### src/rtl/pipe_addsub.sv
// pipe_addsub
//   Pipelined add / subtract / accumulate unit sitting between the operand
//   registers and the result bus. Accepts one operation per cycle, no
//   backpressure. Stage 1 does the arithmetic and owns the accumulator.
//   Stages 2..STAGES are plain delay registers. A final output register
//   presents the result, so a result issued at edge N is on the outputs
//   from edge N+STAGES.
//
// Parameters
//   WIDTH  : operand/result width in bits (2 or more)
//   STAGES : latency in cycles from the sampling edge to the result (1 or more)
//   SAT    : 1 clamps a signed-overflowing result to the signed max/min
//
// Ports
//   clk    in   1      rising-edge clock
//   rst_n  in   1      synchronous active-low reset; beats hold and en
//   en     in   1      operation valid; a, b and op are sampled when set
//   op     in   2      00 a+b, 01 a-b, 10 acc+a, 11 acc=a
//   a      in   WIDTH  first operand
//   b      in   WIDTH  second operand (unused for op 10/11)
//   hold   in   1      freezes every register in the block for the cycle
//   z      out  WIDTH  result
//   carry  out  1      carry (add/acc), borrow (sub), 0 (load)
//   ovf    out  1      signed overflow of the raw result, 0 for load
//   vld    out  1      z/carry/ovf carry a fresh result this cycle

module pipe_addsub #(
  parameter int WIDTH  = 8,
  parameter int STAGES = 2,
  parameter int SAT    = 0
) (
  input  logic             clk,
  input  logic             rst_n,
  input  logic             en,
  input  logic [1:0]       op,
  input  logic [WIDTH-1:0] a,
  input  logic [WIDTH-1:0] b,
  input  logic             hold,
  output logic [WIDTH-1:0] z,
  output logic             carry,
  output logic             ovf,
  output logic             vld
);

  localparam logic [WIDTH-1:0] SMAX = {1'b0, {(WIDTH-1){1'b1}}};
  localparam logic [WIDTH-1:0] SMIN = {1'b1, {(WIDTH-1){1'b0}}};

  logic [WIDTH-1:0] acc;
  logic [WIDTH-1:0] opnd_x;
  logic [WIDTH-1:0] opnd_y;
  logic [WIDTH:0]   raw;
  logic             raw_carry;
  logic             raw_ovf;
  logic [WIDTH-1:0] res_z;

  logic [STAGES-1:0]            p_vld;
  logic [STAGES-1:0][WIDTH-1:0] p_z;
  logic [STAGES-1:0]            p_carry;
  logic [STAGES-1:0]            p_ovf;

  // Stage-1 arithmetic. Accumulate reuses the adder with acc as the first
  // operand, so the overflow and saturation direction always follow
  // opnd_x. Subtract is done as x + ~y + 1, whose top bit means "no
  // borrow", so it is inverted to report a borrow on carry.
  always_comb begin
    opnd_x    = (op == 2'b10) ? acc : a;
    opnd_y    = (op == 2'b10) ? a   : b;
    raw       = '0;
    raw_carry = 1'b0;
    raw_ovf   = 1'b0;
    case (op)
      2'b00, 2'b10: begin
        raw       = {1'b0, opnd_x} + {1'b0, opnd_y};
        raw_carry = raw[WIDTH];
        raw_ovf   = (opnd_x[WIDTH-1] == opnd_y[WIDTH-1]) &&
                    (raw[WIDTH-1] != opnd_x[WIDTH-1]);
      end
      2'b01: begin
        raw       = {1'b0, opnd_x} + {1'b0, ~opnd_y} + {{WIDTH{1'b0}}, 1'b1};
        raw_carry = ~raw[WIDTH];
        raw_ovf   = (opnd_x[WIDTH-1] != opnd_y[WIDTH-1]) &&
                    (raw[WIDTH-1] != opnd_x[WIDTH-1]);
      end
      default: begin
        raw = {1'b0, a};
      end
    endcase
    res_z = raw[WIDTH-1:0];
    // A negative first operand can only overflow downwards and vice versa.
    if (SAT != 0 && raw_ovf) begin
      res_z = opnd_x[WIDTH-1] ? SMIN : SMAX;
    end
  end

  // All state lives in one process: reset first, then hold freezes
  // everything, otherwise the pipe advances. Data registers only load
  // when a valid result arrives, so z/carry/ovf keep their last valid
  // values through bubbles.
  always_ff @(posedge clk) begin
    if (!rst_n) begin
      p_vld   <= '0;
      p_z     <= '0;
      p_carry <= '0;
      p_ovf   <= '0;
      acc     <= '0;
      vld     <= 1'b0;
      z       <= '0;
      carry   <= 1'b0;
      ovf     <= 1'b0;
    end else if (!hold) begin
      p_vld[0] <= en;
      if (en) begin
        p_z[0]     <= res_z;
        p_carry[0] <= raw_carry;
        p_ovf[0]   <= raw_ovf;
        if (op == 2'b10) begin
          acc <= res_z;
        end else if (op == 2'b11) begin
          acc <= a;
        end
      end

      for (int s = 1; s < STAGES; s++) begin
        p_vld[s] <= p_vld[s-1];
        if (p_vld[s-1]) begin
          p_z[s]     <= p_z[s-1];
          p_carry[s] <= p_carry[s-1];
          p_ovf[s]   <= p_ovf[s-1];
        end
      end

      vld <= p_vld[STAGES-1];
      if (p_vld[STAGES-1]) begin
        z     <= p_z[STAGES-1];
        carry <= p_carry[STAGES-1];
        ovf   <= p_ovf[STAGES-1];
      end
    end
  end

endmodule

### config.mk
export PLATFORM = sky130hd
export DESIGN_NAME = pipe_addsub
export DESIGN_NICKNAME = d
export VERILOG_FILES = /design/src/rtl/pipe_addsub.sv
export SDC_FILE = /design/constraint.sdc
export NUM_CORES = 1
export LEC_CHECK = 0
export ABC_CLOCK_PERIOD_IN_PS = 2600
export BUFFER_PORTS_ARGS = -buffer_cell sky130_fd_sc_hd__buf_2
export CORE_ASPECT_RATIO = 0.8
export CORE_UTILIZATION = 40
export DETAILED_ROUTE_END_ITERATION = 7
export PLACE_DENSITY = 0.64
export SYNTH_ARGS = -nofsm -noshare
export SYNTH_HDL_FRONTEND = slang
export SYNTH_SLANG_ARGS = --single-unit
### constraint.sdc
create_clock -name clk -period 2.6 [get_ports clk]
set_clock_uncertainty 0.1 [all_clocks]
set_input_delay 0.13 -clock clk [delete_from_list [all_inputs] [get_ports clk]]
set_output_delay 0.13 -clock clk [all_outputs]
set_load 0.02 [all_outputs]
==> results of run 1 <==
## where the power goes
part | total, mW | switching (mW) | internal, mW
logic | 0.446 | 0.251 | 0.195
registers | 0.658 | 0.0101 | 0.648
clock network | 0.629 | 0.242 | 0.387
## placed cells by master (no fill, tap or decap), types with 5 or more instances in the layout
cell type	instances
sky130_fd_sc_hd__nor2_1	12
sky130_fd_sc_hd__clkbuf_8	5
sky130_fd_sc_hd__buf_4	16
sky130_fd_sc_hd__ha_1	18
sky130_fd_sc_hd__a21oi_1	8
sky130_fd_sc_hd__a31oi_1	7
sky130_fd_sc_hd__inv_1	14
sky130_fd_sc_hd__nand2_1	105
sky130_fd_sc_hd__nor3_1	5
sky130_fd_sc_hd__a21boi_0	24
sky130_fd_sc_hd__dfxtp_1	41
sky130_fd_sc_hd__xnor2_1	5
sky130_fd_sc_hd__buf_2	32
sky130_fd_sc_hd__nand2b_1	10
sky130_fd_sc_hd__nor2b_1	11
sky130_fd_sc_hd__o21ai_0	15
sky130_fd_sc_hd__nand3_1	6
sky130_fd_sc_hd__o21a_1	6
## worst max path at each step
stage | start | endpoint | cells past startpoint
floorplan | op[0] | p_z[7] | 14
global placement | op[0] | acc[6] | 14
detailed placement | op[0] | p_carry[0] | 14
CTS | acc[0] | p_carry[0] | 11
global route | op[1] | p_z[5] | 12
finish | acc[0] | acc[6] | 11
## flip-flops by register name (all words and copies together), names as in the netlist
| register | cells |
|---|---|
| carry | 1 |
| p_z | 16 |
| ovf | 1 |
| vld | 1 |
| z | 8 |
| acc | 8 |
| p_vld | 2 |
| p_carry | 2 |
| p_ovf | 2 |
## worst register-to-register path, stage by stage, from the launching register on
cell and delay [ps]:
sky130_fd_sc_hd__dfxtp_1 320, sky130_fd_sc_hd__nand2_1 50, sky130_fd_sc_hd__and2_1 140, sky130_fd_sc_hd__inv_1 50, sky130_fd_sc_hd__ha_1 200, sky130_fd_sc_hd__ha_1 210, sky130_fd_sc_hd__o21a_1 200, sky130_fd_sc_hd__o21ai_0 160
sky130_fd_sc_hd__nand2b_1 150, sky130_fd_sc_hd__nor3b_1 190, sky130_fd_sc_hd__o31ai_1 280, sky130_fd_sc_hd__a31oi_1 120
## cell families after synthesis
family / synth area share
buffers and inverters: 0.0613
AND/OR/NAND/NOR: 0.253
flip-flops: 0.305
AO/OA/AOI/OAI: 0.257
adder cells (fa/ha/maj): 0.0836
XOR/XNOR: 0.0292
multiplexers: 0.0111
## Yosys cell counts (3+ instances only)
master,number
sky130_fd_sc_hd__a31oi_1,7
sky130_fd_sc_hd__and2_1,3
sky130_fd_sc_hd__a21boi_0,24
sky130_fd_sc_hd__clkbuf_1,15
sky130_fd_sc_hd__o31a_1,3
sky130_fd_sc_hd__mux2i_1,3
sky130_fd_sc_hd__inv_1,14
sky130_fd_sc_hd__xor2_1,4
sky130_fd_sc_hd__nor2b_1,11
sky130_fd_sc_hd__o21ai_0,15
sky130_fd_sc_hd__o211a_1,3
sky130_fd_sc_hd__o31ai_1,4
sky130_fd_sc_hd__dfxtp_1,41
sky130_fd_sc_hd__o21a_1,6
sky130_fd_sc_hd__nand2b_1,10
sky130_fd_sc_hd__xnor2_1,5
sky130_fd_sc_hd__nor2_1,12
sky130_fd_sc_hd__a21oi_1,8
sky130_fd_sc_hd__nand2_1,105
sky130_fd_sc_hd__nor4_1,3
sky130_fd_sc_hd__nand3_1,6
sky130_fd_sc_hd__a21o_1,3
sky130_fd_sc_hd__buf_2,6
sky130_fd_sc_hd__nor3_1,5
sky130_fd_sc_hd__ha_1,18
## stage by stage
stage          cell area (sq um)  hold slack, ps  worst slack, ps  total power, mW
2_1_floorplan               2700             168             30.9            0.995
3_3_place_gp                2970             352             67.7             1.11
3_5_place_dp                2970             352             22.0             1.12
4_1_cts                     3110            24.4              302             1.75
5_1_grt                     3110            43.4             66.3             1.82
6_report                    3110            33.7              280             1.73
## metal layers
layer / up-vias / share of wire / track usage
met2: 37 / 0.44 / 0.306
met5: - / 0 / 0
met3: 7 / 0.035 / 0.0369
li1: 1288 / - / -
met4: 0 / 0.010 / 0.0496
met1: 1149 / 0.51 / 0.252
## final cells by class
class / count / area (sq um) / share of cell area
inverters: 14 / 52.6 / 0.0169
flip-flops and latches: 41 / 821 / 0.264
clock buffers: 5 / 68.8 / 0.0222
well taps: 84 / 105 / 0.0338
multi-input cells: 282 / 1710 / 0.550
clock inverters: 3 / 68.8 / 0.0222
repair buffers: 48 / 280 / 0.0902
==> results, run 1 <==
- The initial utilization of the core area, before any placement, comes to 0.418.
- The flow ran to the end, and the final reports show no timing, DRC or antenna violations.
- Using the TritonRoute via totals, the vias-per-cell ratio works out to approximately 5.2.
- Static timing analysis puts the maximum clock frequency at between 0.4 and 0.5 GHz.
- The via count of the first global-routing pass is 2,271.
- The number of endpoints failing setup at the final stage is 0.
- The maximum buffer depth of the clock tree is 2.
- The proportion of synthesized chip area in sequential cells is 0.305.
- Entering global routing, the biggest net connects 44 pins.
- The power density over cell area is around 560 mW/mm^2.
- Summing over every cut layer, the via total after detailed routing is about 2,500.
- In this design, the critical path's most frequently occurring cell is sky130_fd_sc_hd__ha_1.
- The delay of the slowest cell on the worst path is between 300 and 400 ps.
- After detailed routing, the average wire length per cell comes to about 13 um.
- The relative slew slack is 0.548.
- The number of pins with negative max-slew slack in the final report is 0.
- The number of antenna diodes in the final layout is 0.
- The detailed router finished its first iteration with 94 violations.
- The number of cell instances on the worst register-to-register path is 11.
- The worst hold path was traced through 3 stages.
- For this run, the post-layout net count is between 400 and 500.
- After synthesis, the netlist uses 47 different library cells.
- The slack of the worst reg-to-reg path is 280 ps.
- The max-capacitance violation count is 0.
- The critical path launch point type is a flop.
- After detailed routing, the total wire length is just over 6 mm.
- The number of placed cells counting well taps is 469.
- The number of nets handed over by synthesis was between 400 and 500.
- The total die area is 0.00707 sq mm.
- The post-route core utilization is 0.482.
- The worst endpoint required time is 2660 ps.
- TritonCTS built the clock tree.
- The count of buffer and inverter cells on the critical path is 1.
- The H-tree was split into 2 levels.
- The area share of the leading cell type in the synthesized netlist is 0.305.
- The source of the worst hold timing path is a[2].
- The worst hold path terminates at acc[2].
- Pin placement for this block handled 33 I/O pins.
- The share of flip-flops with an asynchronous set or reset after synthesis is 0.
- The critical path in this run is classified as flop to flop.
- The final sum of negative setup slack is 0 ps.
- The floorplan has 26 rows.
- The remaining antenna violation count is 0.
- Port buffering added 32 buffers.
- The worst voltage drop across the vdd grid is between 200 and 250 uV.
- Walking the worst path, the cells encountered are nand2_1, and2_1, inv_1, ha_1, ha_1, o21a_1, o21ai_0, nand2b_1, nor3b_1, o31ai_1, a31oi_1.
- The worst flop-to-flop path endpoint is acc[6].
- The portion of the clock cycle consumed by the worst path in the final layout is 0.892.
- For this run, the leading register cell type out of synthesis is sky130_fd_sc_hd__dfxtp_1.
- The area overhead of the layout relative to synthesis is 15.2%.
- The post-cts resize count is 0.
- The height of the chip is 75.4 um.
- After technology mapping, the gate count stands at approximately 360.
- The first-pass GRT wire length is around 10 mm.
- In this run, synthesis inferred 0 flip-flops with an integrated enable.
- Clock latency on the worst-skew pair, taken at its later pin, is ~300 ps.
- In the post-synthesis netlist, the biggest area contributors are sky130_fd_sc_hd__dfxtp_1 (30%), sky130_fd_sc_hd__nand2_1 (15%), sky130_fd_sc_hd__ha_1 (8.4%).
- In this design, the largest share of critical-path delay is due to compound AO/OA/AOI/OAI gates.
- Data on the critical path arrives at its endpoint at 2380 ps.
- The number of antenna violations at the first check in global routing is 0.
- The total congestion overflow is 0.
- The synthesized area is roughly 0.0027 sq mm.
- In the global route stage, overall resource usage came out at 0.186.
- The post-layout instance count excluding filler cells is between 400 and 500.
- The total clock buffers created by CTS is 5.
- The number of endpoints with negative hold slack in the final report is 0.
- Buffers inserted to repair hold after CTS numbered 0.
- The post-detailed-route DRC marker count is 0.
- The tree is rooted in a sky130_fd_sc_hd__clkbuf_8.
- In this run the critical register-to-register path is launched from acc[0].
- Setup repair after global routing left no endpoint under its margin.
- The floorplan step set the die width to between 90 and 100 um.
- The number of warnings issued by yosys is 0.
- The final weighted congestion of routability-driven global placement is a little over 0.9.
- The actual transition at the worst max-transition pin is 677 ps.
- Summed over all cells, the static leakage comes to approximately 1.4 nW.
- The post-layout minimum cycle time is roughly 2300 ps.
- The type of destination of the critical path is a flop.
- The synthesized design contains 41 register bits.
- The critical-path cell with the highest stage delay is sky130_fd_sc_hd__dfxtp_1.
- The clock-pin slew reported for the worst setup and hold paths after clock tree synthesis is about 90 ps.
- Counting the fill cells in the layout gives 688.
- In the final layout, the share of cells above drive strength 1 is 0.160.
- The cell type with the highest aggregate area in the netlist is sky130_fd_sc_hd__dfxtp_1.
- The tightest min-delay check is of the primary input to flop type.
- Summed over all nets, the half-perimeter wirelength after detailed placement is around 4.7 mm.
- The count of clock tree sinks is a little over 40.
- Dividing the synthesized area by the synthesized cell count gives between 7 and 8 sq um.
- Along the worst path, the maximum fanout reaches 4.
- The number of iterations in the first detailed-routing pass is 4.
- The core footprint is between 0.006 and 0.007 sq mm.
- The number of setup buffers added after CTS is 0.
No activity file was read; power rests on OpenSTA's default activity.
==> inputs of run 2 (changes only) <==
Settings changed: REMOVE_ABC_BUFFERS from default to 1.
==> results, run 2 (synthesis results as in run 1) <==
- The flow ran to the end, and the final reports show no timing, DRC or antenna violations.
- The first-pass GRT wire length is 10.6 mm.
- For this design, the slowest cell found on the critical path is sky130_fd_sc_hd__dfxtp_1.
- In this run the critical register-to-register path is captured at acc[4].
- Dividing the detail-routed via count by the number of cells gives 5.28.
- The die boundary width is ~94 um.
- Setup repair after global routing left no endpoint under its margin.
- The H-tree was split into 2 levels.
- The count of clock tree sinks is a little over 40.
- The actual transition at the worst max-transition pin is approximately 700 ps.
- The core footprint is 0.00644 sq mm.
- The total die area is 0.00707 sq mm.
- The worst path needs 2320 ps of the cycle, external delays included.
- STA classifies the critical path startpoint as a flop.
- Clock-pin slew was measured on the worst setup and hold paths at 90 ps.
- In the routed design, unresolved DRC markers number 0.
- The top cell family by delay on the critical path is compound AO/OA/AOI/OAI gates.
- The number of rows in the core area is 26.
- The initial core utilization is 0.418.
- The via count of the first global-routing pass is approximately 2,300.
- The critical path is of the flop to flop type.
- Entering global routing, the biggest net connects 44 pins.
- Adding up every negative setup slack in the final design gives 0 ps.
- Dividing the final minimum period by the clock period gives 0.891.
- Of the cells placed in the final design, the portion with a size suffix greater than 1 is 0.173.
- On the worst path, the slowest cell contributes a delay of approximately 320 ps.
- In this run the worst hold path is classified as primary input to flop.
- The worst endpoint data arrival time is 2380 ps.
- The area used by multi-input combinational logic is about 0.0017 sq mm.
- The total congestion overflow is 0.
- In the layout the commonest cells are sky130_fd_sc_hd__nand2_1 (105), sky130_fd_sc_hd__dfxtp_1 (41), sky130_fd_sc_hd__buf_2 (32).
- The final net count is ~440.
- The post-route core utilization is 0.485.
- Measured along the y axis, the die boundary spans roughly 75 um.
- The worst hold path terminates at acc[2].
- Headroom to the max-slew limit came out at 0.524.
- The number of cell instances on the worst register-to-register path is 12.
- The combinational fraction of design power is 0.288.
- The number of antenna violations at the first check in global routing is 0.
- The number of iterations in the first detailed-routing pass is 4.
- The number of setup buffers added after CTS is 0.
- The type of destination of the critical path is a flop.
- The total number of vias is 2,548.
- The register containing the most flip-flops in the final layout is p_z.
- Across all register-to-register paths, the minimum setup slack is between 200 and 300 ps.
- The number of inserted diodes is 0.
- The count of buffers from port buffering is 32.
- Max-cap violations in this run came to 0.
- The worst register-to-register path begins at acc[1].
- The footprint of the flip-flops and latches is around 820 sq um.
- The worst hold path depth is 3.
- The clock tree root driver cell is sky130_fd_sc_hd__clkbuf_8.
- The power density over cell area is about 520 mW/mm^2.
- The later pin in the worst-skew pair is clocked with a latency of 300 ps.
- The register with the most flip-flops in the layout has 16 of them.
- The total wire length after detailed routing is approximately 6.3 mm.
- Of the total power, the share spent switching nets is 0.303.
- The internal power of the cells totals roughly 1.1 mW.
- The largest registers in the layout are p_z: 16 flops, acc: 8 flops, z: 8 flops.
- The maximum buffer depth of the clock tree is 2.
- The proportion of power drawn by the clock network is 0.310.
- TritonCTS built the clock tree.
- The number of filler instances in the final layout is 688.
- In the global route stage, overall resource usage came out at 0.192.
- At the end of routability-driven placement, the weighted congestion stood at around 0.86.
- The fmax is 0.432 GHz.
- The library cell used most frequently in the layout, excluding fill and tap cells, is sky130_fd_sc_hd__nand2_1.
- The count of buffer and inverter cells on the critical path is 2.
- The detailed router finished its first iteration with just over 90 violations.
- The worst endpoint required time is about 2700 ps.
- Setup violations remaining at the end of the flow were counted as 0.
- The analysis attributes to net switching a power of between 0.4 and 0.5 mW.
- VDD sags by at most around 210 uV.
- The number of endpoints with negative hold slack in the final report was 0.
- The number of pins with negative max-slew slack in the final report is 0.
- The number of I/O pins is 33.
- The startpoint identified for the worst hold timing path is a[2].
- The total clock buffers created by CTS is 5.
- The total half-perimeter wirelength after legalization and detailed placement is about 4.7 mm.
- In this run the worst path has a maximum fanout of 3.
- The share of total power dissipated in sequential elements is 0.402.
- The critical path goes through nand2_1, nand2_1, ha_1, inv_1, ha_1, o21a_1, o21ai_0, nand2b_1, buf_4, xnor2_1, o21a_1, a21oi_1.
- Once detail routing completed, the nets flagged for antenna violations numbered 0.
- Dividing the detail-routed wire length by the instance count gives approximately 13 um.
- Hold is met by roughly 32 ps.
- The area overhead of the layout relative to synthesis is 16.0%.
- The cell leakage power is 1.39 nW.
[run 2: repair_timing]
action / CTS / global route
resized for setup: 0 / 1
hold buffers: 0 / 0
setup endpoints to repair: 0 / 1
[run 2: how the worst max path moves through the flow]
| stage | from | endpoint | slack (ps) | cells past startpoint |
|---|---|---|---|---|
| global route | op[1] | p_z[5] | 70 | 13 |
| CTS | acc[1] | acc[4] | 290 | 12 |
| detailed placement | op[0] | acc[4] | 8 | 15 |
| floorplan | op[1] | p_carry[0] | -200 | 13 |
| finish | acc[1] | acc[4] | 280 | 12 |
| global placement | op[0] | acc[4] | 30 | 15 |
[run 2: worst register-to-register path: cells and delay by family (launching register included)]
kind	cells	cell delay (ps)
compound gates	4	560
fa+ha+maj	2	470
flops	1	320
xor+xnor	1	280
simple gates	3	260
buf+inv	2	200
[run 2: routing by layer]
layer / GRT usage / routed length, um / vias up
met5: 0 / 0 / -
met4: 0.0735 / 115 / 0
met3: 0.0349 / 329 / 11
met2: 0.302 / 2610 / 62
met1: 0.265 / 3250 / 1174
li1: - / - / 1301
[run 2: through the flow]
stage	setup slack [ps]	std cells	cell area [sq um]	total power, mW
global route	70.6	483	3130	1.73
finish	283	483	3130	1.63
global placement	35.0	476	3020	1.13
floorplan	-199	337	2580	0.971
CTS	291	483	3120	1.65
detailed placement	8.35	476	3020	1.14
[run 2: final cells by class]
class                   instances  share of cell area
clock buffers                   5              0.0220
clock inverters                 2              0.0112
inverters                      14              0.0168
multi-input cells             282               0.547
flip-flops and latches         41               0.263
well taps                      84              0.0336
repair buffers                 55               0.106
[run 2: power groups by stage]
stage	clock [mW]	combinational, mW	sequential (mW)
global route	0.544	0.523	0.661
detailed placement	0	0.464	0.673
global placement	0	0.460	0.672
finish	0.507	0.470	0.658
floorplan	0	0.300	0.671
CTS	0.525	0.467	0.658
